## src/rtl/systolic_pkg.sv

```systemverilog
// Shared definitions for the systolic array tile controller: state encoding
// and the skewed compute length of a DIM x DIM x DIM tile.
package systolic_pkg;

    typedef enum logic [2:0] {
        IDLE    = 3'd0,
        CLEAR   = 3'd1,
        COMPUTE = 3'd2,
        DRAIN   = 3'd3,
        DONE    = 3'd4
    } state_e;

    localparam int DEFAULT_DIM = 8;

    // A skewed DIM-deep reduction needs DIM-1 fill steps on each side of the DIM
    // useful steps before the last partial product reaches the far corner.
    function automatic int compute_steps(input int dim);
        return 3 * dim - 2;
    endfunction

    localparam int COMPUTE_STEPS = compute_steps(DEFAULT_DIM);

endpackage

```

## src/rtl/systolic_ctrl.sv

```systemverilog
// Sequencer for one systolic tile operation: optional accumulator clear, skewed
// compute under feeder flow control, then row-by-row readout under consumer flow control.
module systolic_ctrl
    import systolic_pkg::*;
#(
    parameter int DIM    = 8,
    parameter int BITS_C = 16
) (
    input  logic                      clk,
    input  logic                      rst,
    input  logic                      start,
    input  logic                      acc,
    input  logic                      abort,
    input  logic                      feed_ready,
    input  logic                      out_ready,
    output logic                      busy,
    output logic                      done,
    output logic                      arr_en,
    output logic                      arr_wren,
    output logic                      clr_sel,
    output logic [$clog2(DIM)-1:0]    arr_crow,
    output logic [$clog2(3*DIM)-1:0]  feed_k,
    output logic                      out_valid
);

    localparam int RW = $clog2(DIM);
    localparam int KW = $clog2(3 * DIM);
    localparam logic [RW-1:0] LAST_ROW  = RW'(DIM - 1);
    localparam logic [KW-1:0] LAST_STEP = KW'(compute_steps(DIM) - 1);

    if (DIM < 2 || BITS_C < 1) begin : g_param_check
        $error("systolic_ctrl: DIM must be >= 2 and BITS_C >= 1");
    end

    state_e          state_q, state_d;
    logic [RW-1:0]   row_q, row_d;
    logic [KW-1:0]   step_q, step_d;

    always_ff @(posedge clk) begin
        if (rst) begin
            state_q <= IDLE;
            row_q   <= '0;
            step_q  <= '0;
        end else begin
            state_q <= state_d;
            row_q   <= row_d;
            step_q  <= step_d;
        end
    end

    // Outputs are decoded from the current state only, except arr_en which
    // follows feed_ready so the array never shifts without operands.
    always_comb begin
        state_d   = state_q;
        row_d     = row_q;
        step_d    = step_q;
        busy      = 1'b1;
        done      = 1'b0;
        arr_en    = 1'b0;
        arr_wren  = 1'b0;
        clr_sel   = 1'b0;
        arr_crow  = '0;
        feed_k    = '0;
        out_valid = 1'b0;

        case (state_q)
            IDLE: begin
                busy = 1'b0;
                if (start) begin
                    state_d = acc ? COMPUTE : CLEAR;
                end
            end
            CLEAR: begin
                arr_wren = 1'b1;
                clr_sel  = 1'b1;
                arr_crow = row_q;
                if (row_q == LAST_ROW) begin
                    row_d   = '0;
                    state_d = COMPUTE;
                end else begin
                    row_d = row_q + RW'(1);
                end
            end
            COMPUTE: begin
                arr_en = feed_ready;
                feed_k = step_q;
                if (feed_ready) begin
                    if (step_q == LAST_STEP) begin
                        step_d  = '0;
                        row_d   = '0;
                        state_d = DRAIN;
                    end else begin
                        step_d = step_q + KW'(1);
                    end
                end
            end
            DRAIN: begin
                out_valid = 1'b1;
                arr_crow  = row_q;
                if (out_ready) begin
                    if (row_q == LAST_ROW) begin
                        row_d   = '0;
                        state_d = DONE;
                    end else begin
                        row_d = row_q + RW'(1);
                    end
                end
            end
            DONE: begin
                done    = 1'b1;
                state_d = IDLE;
            end
            default: begin
                busy    = 1'b0;
                state_d = IDLE;
                row_d   = '0;
                step_d  = '0;
            end
        endcase

        // Cancel wins over every transition above; rst is handled in the register.
        if (abort) begin
            state_d = IDLE;
            row_d   = '0;
            step_d  = '0;
        end
    end

endmodule
```

## config.mk

```make
export PLATFORM = sky130hd
export DESIGN_NAME = systolic_ctrl
export DESIGN_NICKNAME = d
export VERILOG_FILES = /design/src/rtl/systolic_pkg.sv /design/src/rtl/systolic_ctrl.sv
export SDC_FILE = /design/constraint.sdc
export NUM_CORES = 1
export LEC_CHECK = 0
export ABC_CLOCK_PERIOD_IN_PS = 1500
export CAP_MARGIN = 40
export CORE_ASPECT_RATIO = 0.8
export CORE_MARGIN = 5
export CORE_UTILIZATION = 43
export CTS_BUF_LIST = sky130_fd_sc_hd__clkbuf_8
export CTS_CLUSTER_SIZE = 8
export DETAILED_ROUTE_END_ITERATION = 12
export PLACE_DENSITY_LB_ADDON = 0.1
export SYNTH_ARGS = -nofsm -noshare
export SYNTH_HDL_FRONTEND = slang
export SYNTH_SLANG_ARGS = --single-unit
```

## constraint.sdc

```tcl
create_clock -name clk -period 1.5 [get_ports clk]
set_input_delay 0.375 -clock clk [delete_from_list [all_inputs] [get_ports clk]]
set_output_delay 0.375 -clock clk [all_outputs]
set_load 0.02 [all_outputs]
```

# Word-level counts from Yosys, hierarchy flattened

Index checks and enable logic that the tools add are counted.

Register bits after elaboration: 11
Bits in latches: 0
RAM bits: 0
ROM bits: 0
Input bits: 7
Word-level logic and storage cells: 51
Memories kept: 0

Add/subtract/negate cells: 2
Multiply operators: 0
Div/mod/pow operators: 0
$lt $le $gt $ge: 0
Equality and inequality tests: 12
Shift-type cells: 0
Muxes and demuxes: 23
Bitwise gates (word level): 2
Reductions and logical operators: 9

Operators by type and width:

| cell                                                            | number |
|---|---|
| 3-bit two-way mux                                               | 11 |
| 3-bit one-hot mux with 4 select lines                           | 2 |
| 5-bit two-way mux                                               | 3 |
| 2-bit != test, second input constant                            | 6 |
| 5-bit one-hot mux with 2 select lines                           | 1 |
| 4-bit OR reduction                                              | 2 |
| 3-bit by 2-bit == test with 1-bit output, second input constant | 2 |
| 3-bit == test, second input constant                            | 2 |
| 6-bit AND reduction                                             | 1 |
| 2-bit OR reduction                                              | 3 |
| 5-bit by 1-bit adder with 5-bit output, second input constant   | 1 |
| 5-bit == test, second input constant                            | 1 |
| 1-bit two-way mux                                               | 5 |
| 4-bit AND reduction                                             | 1 |
| 3-bit by 1-bit adder with 3-bit output, second input constant   | 1 |
| 3-bit by 1-bit == test with 1-bit output, second input constant | 1 |
| 3-bit logical NOT                                               | 1 |
| 2-bit two-way mux                                               | 1 |
| 1-bit inverter                                                  | 2 |
| 2-bit AND reduction                                             | 1 |

# Depth between registers and ports, before layout

Gate-level depths: netlist of the first run.

Depth in word-level cells: 4
Gate-level depth with buffers: 6
Mapped depth without buffers: 6

# Least setup slack after synthesis of the first run

Ideal clock, no wire load.

Path type: flip-flop to output port
Start point: register state_q[0]
End point: output port clr_sel
Arrival: 1307 ps
Slack: -182 ps
Stages on the path, launching flop included: 5
Path buffers: 2
Path through: dfxtp_1 > buf_6 > nor2b_1 > nor2b_1 > buf_4

Longest elaborated chain between the ends: 2

Ends and longest elaborated chain:

| what                                     | line                | RTL |
|---|---|---|
| start: declaration                       | systolic_ctrl.sv:35 | `state_e state_q, state_d;` |
| start signal: assignment                 | systolic_ctrl.sv:45 | `state_q <= state_d;` |
| 3-bit by 1-bit == test with 1-bit output | n/a                 |  |
| 1-bit two-way mux                        | n/a                 |  |
| end: declaration                         | systolic_ctrl.sv:20 | `output logic clr_sel,` |

No other way between the ends.

# Worst setup path after layout of the first run

Start point: register state_q[2]
End point: output port arr_en

Longest elaborated chain between the ends: 2

Ends and longest elaborated chain:

| what                                     | line                | RTL |
|---|---|---|
| 3-bit by 2-bit == test with 1-bit output | systolic_ctrl.sv:66 | `case (state_q)` |
| 1-bit two-way mux                        | systolic_ctrl.sv:66 |  |
| end: declaration                         | systolic_ctrl.sv:18 | `output logic arr_en,` |

No other way between the ends.

==> results of run 1 <==
where the power goes:
part,total (mW),switching [mW],internal (mW)
logic,0.101,0.0447,0.0560
clock network,0.298,0.118,0.180
registers,0.296,0.00220,0.294
path summary, 6_finish.rpt:
| path | startpoint | endpoint | cells after the start |
|---|---|---|---|
| worst min register to register | row_q[2]$_SDFFE_PP0P_ | row_q[2]$_SDFFE_PP0P_ | 2 |
| worst max register to register | state_q[2]$_SDFFE_PP0P_ | step_q[3]$_SDFFE_PP0P_ | 6 |
| worst max-delay path | state_q[2]$_SDFFE_PP0P_ | arr_en | 3 |
| worst min-delay path | row_q[2]$_SDFFE_PP0P_ | row_q[2]$_SDFFE_PP0P_ | 2 |
synth_stat cells (all sizes together):
cell type,number,share of area
a2111oi,1,0.012
a211o,2,0.024
a211oi,1,0.010
a21oi,6,0.042
a2bb2oi,1,0.012
a311oi,1,0.012
and2,13,0.11
and2b,1,0.010
and4b,1,0.014
and4bb,1,0.017
buf,4,0.049
clkbuf,1,0.0052
dfxtp,11,0.31
ha,4,0.069
inv,1,0.0052
mux2i,1,0.014
nand2,5,0.026
nand2b,3,0.030
nand3,7,0.049
nor2,7,0.036
nor2b,2,0.017
nor3,1,0.0069
nor3b,3,0.031
o21ai,2,0.014
o22ai,1,0.0087
o311a,1,0.014
o31ai,1,0.010
or2,1,0.0087
or3,1,0.0087
xnor2,1,0.012
xor2,1,0.012
final cells by class:
cell class                      count  share of cell area
Clock inverter                      1             0.00307
Clock buffer                        3              0.0337
Tap cell                           22              0.0225
Timing Repair Buffer               45               0.330
Sequential cell                    11               0.184
Inverter                            1             0.00307
Multi-Input combinational cell     70               0.423
worst register-to-register path, stage by stage (launching register included):
cell and delay (ps):
dfxtp_2 350, buf_4 150, and4bb_2 320, buf_6 110, nand2b_2 60, or3_1 340, a21oi_1 120
per-layer routing:
layer  vias to the layer above  track usage  wire length (um)
li1                        396            -                 -
met1                       370        0.186               937
met2                        15        0.274               947
met3                         3       0.0476                88
met4                         0        0.107                23
met5                         -            0                 0
through the flow:
step,power (mW),hold WS (ps)
final,0.695,488
after global routing,0.729,515
after CTS,0.692,490
after detailed placement,0.391,478
after global placement,0.389,465
after floorplan,0.344,447
repair_timing:
item	4_1_cts	5_1_grt
setup buffers	4	1
resized for setup	95	10
pin swaps	8	0
endpoints found under the setup margin	16	21
logic make-up (layout without fill, tap and decap cells):
kind of cell	count (synthesis)	count (layout)	synth area share
buffers and inverters	6	50	0.0590
AND/OR/NAND/NOR	46	46	0.368
adder cells (fa/ha/maj)	4	4	0.0694
XOR/XNOR	2	2	0.0243
multiplexers	1	1	0.0139
AO/OA/AOI/OAI	17	17	0.160
flip-flops	11	11	0.306
registers in the layout, summed over array words and instances (netlist names):
| register | count |
|---|---|
| row_q | 3 |
| step_q | 5 |
| state_q | 3 |
layout by cell type (no fill, tap or decap), types with 2 or more instances in the layout:
| cell type | instances |
|---|---|
| a211o_1 | 2 |
| clkbuf_8 | 3 |
| o21ai_0 | 2 |
| and2_1 | 3 |
| clkdlybuf4s50_1 | 5 |
| a21oi_1 | 5 |
| buf_6 | 14 |
| dfxtp_1 | 9 |
| buf_4 | 25 |
| nand2_1 | 5 |
| nand3_1 | 7 |
| and2_4 | 9 |
| ha_1 | 4 |
| nor3b_1 | 2 |
| nand2b_1 | 2 |
| inv_1 | 2 |
| nor2b_4 | 2 |
| nor2_1 | 6 |
==> results.sh, run 1 <==
export IMPL_final_util=0.760
export IMPL_post_drt_wl_per_cell_um=13.0
export IMPL_ys_seq_area_frac=0.306
export IMPL_syn_area_per_cell_um2=8.28
export IMPL_clk_latency_ps=240
export IMPL_multi_input_area_um2=518
export IMPL_critPathTopFamily="flip-flops"
export IMPL_grt_pass1_vias=747
export IMPL_num_nets_final=143
export IMPL_io_pins=21
export IMPL_endpoint_kind="primary output"
export IMPL_crit_buf_inv=2
export IMPL_gp_congestion=0.864
export IMPL_initial_core_util=0.448
export IMPL_regArea_um2=225
export IMPL_synth_area_um2=721
export IMPL_place_hpwl_mm=1.42
export IMPL_core_um2=1610
export IMPL_power_leakage_nw=0.549
export IMPL_num_vias=784
export IMPL_crit_type="reg -> out"
export IMPL_grt_pass1_wl_mm=3.18
export IMPL_arrival_ps=1180
export IMPL_startpoint_type="register"
export IMPL_post_place_ws_ps=-578
export IMPL_setup_viol=9
export IMPL_drc_errors=0
export IMPL_cts_htree_levels=1
export IMPL_final_cells=153
export IMPL_gr_total_overflow=0
export IMPL_finalCritPeriodShare=1.04
export IMPL_ys_warn_count=0
export IMPL_hold_viol=0
export IMPL_dr_pass1_iters=4
export IMPL_slew_violations=0
export IMPL_crit_fanout=4
export IMPL_grtUsageTotal=0.163
export IMPL_die_area_um2=2600
export IMPL_drt_total_wl_mm=2.00
export IMPL_syn2layout_area_growth_pct=69.8
export IMPL_outcome="complete, but fails checks"
export IMPL_root_buffer="clkbuf_8"
export IMPL_fin_setup_tns_ps=-339
export IMPL_fp_dieH_um=46.6
export IMPL_fin_skew_ps=5.77
export IMPL_syn_nets=98
export IMPL_num_rows=13
export IMPL_worstPathCellList="buf_4 -> and4bb_2 -> buf_6"
export IMPL_antenna_cells=0
export IMPL_fin_crit_ps=1550
export IMPL_synth_cells=87
export IMPL_crit_required_ps=1120
export IMPL_drive_gt1_frac=0.481
export IMPL_antenna_found_initial=0
export IMPL_clkTransAtPathRegs_ps=50
export IMPL_grt_max_degree=9
export IMPL_ys_ff_latch=11
export IMPL_yosysUniqueCellTypes=35
export IMPL_ant_nets=0
export IMPL_dpl_cell_area_um2=1070
export IMPL_violations="negative setup slack"
export IMPL_hp_class="reg -> reg"
export IMPL_vdd_drop_max_mv=0.611
export IMPL_fill_cells=129
export IMPL_slowest_stage="dfxtp_2"
export IMPL_max_slew_margin=0.790
export IMPL_tightestPinTransition_ps=313
export IMPL_p_per_area_nw_per_um2=568
export IMPL_max_stage_delay_ps=350
export IMPL_cts_sinks=11
export IMPL_dp_cells=144
export IMPL_clockBufferDepth=2
export IMPL_numCtsBuffers=3
export IMPL_rsz0062_at_grt="true"
export IMPL_portBuffers=20
export IMPL_viasPerCell=5.12
export IMPL_die_width_um=55.8
export IMPL_maxCapViolCount=0
export IMPL_fin_area_um2=1220
export IMPL_rrSetupSlack_ps=-10
export IMPL_clock_fmax_mhz=644
export IMPL_fin_ws_ps=-52.8
export IMPL_drt_iter0_markers=8
export IMPL_hold_buffers=0
export IMPL_cts_tree="built"
Note: power is estimated with default switching activity, not from simulation.
==> run 2: changes to the inputs <==
--- a/config.mk
+++ b/config.mk
@@ -11,6 +11,7 @@
 export CORE_MARGIN = 5
 export CORE_UTILIZATION = 43
 export CTS_BUF_LIST = sky130_fd_sc_hd__clkbuf_8
+export CTS_CLUSTER_DIAMETER = 120
 export CTS_CLUSTER_SIZE = 8
 export DETAILED_ROUTE_END_ITERATION = 12
 export PLACE_DENSITY_LB_ADDON = 0.1
==> results of run 2 <==
Final layout, timing and power as in run 1 (identical DEF).
==> run 3: changes to the inputs <==
--- a/config.mk
+++ b/config.mk
@@ -12,7 +12,7 @@
 export CORE_UTILIZATION = 43
 export CTS_BUF_LIST = sky130_fd_sc_hd__clkbuf_8
 export CTS_CLUSTER_DIAMETER = 120
-export CTS_CLUSTER_SIZE = 8
+export CTS_CLUSTER_SIZE = 25
 export DETAILED_ROUTE_END_ITERATION = 12
 export PLACE_DENSITY_LB_ADDON = 0.1
 export SYNTH_ARGS = -nofsm -noshare
==> results of run 3 <==
Final layout, timing and power as in run 1 (identical DEF).
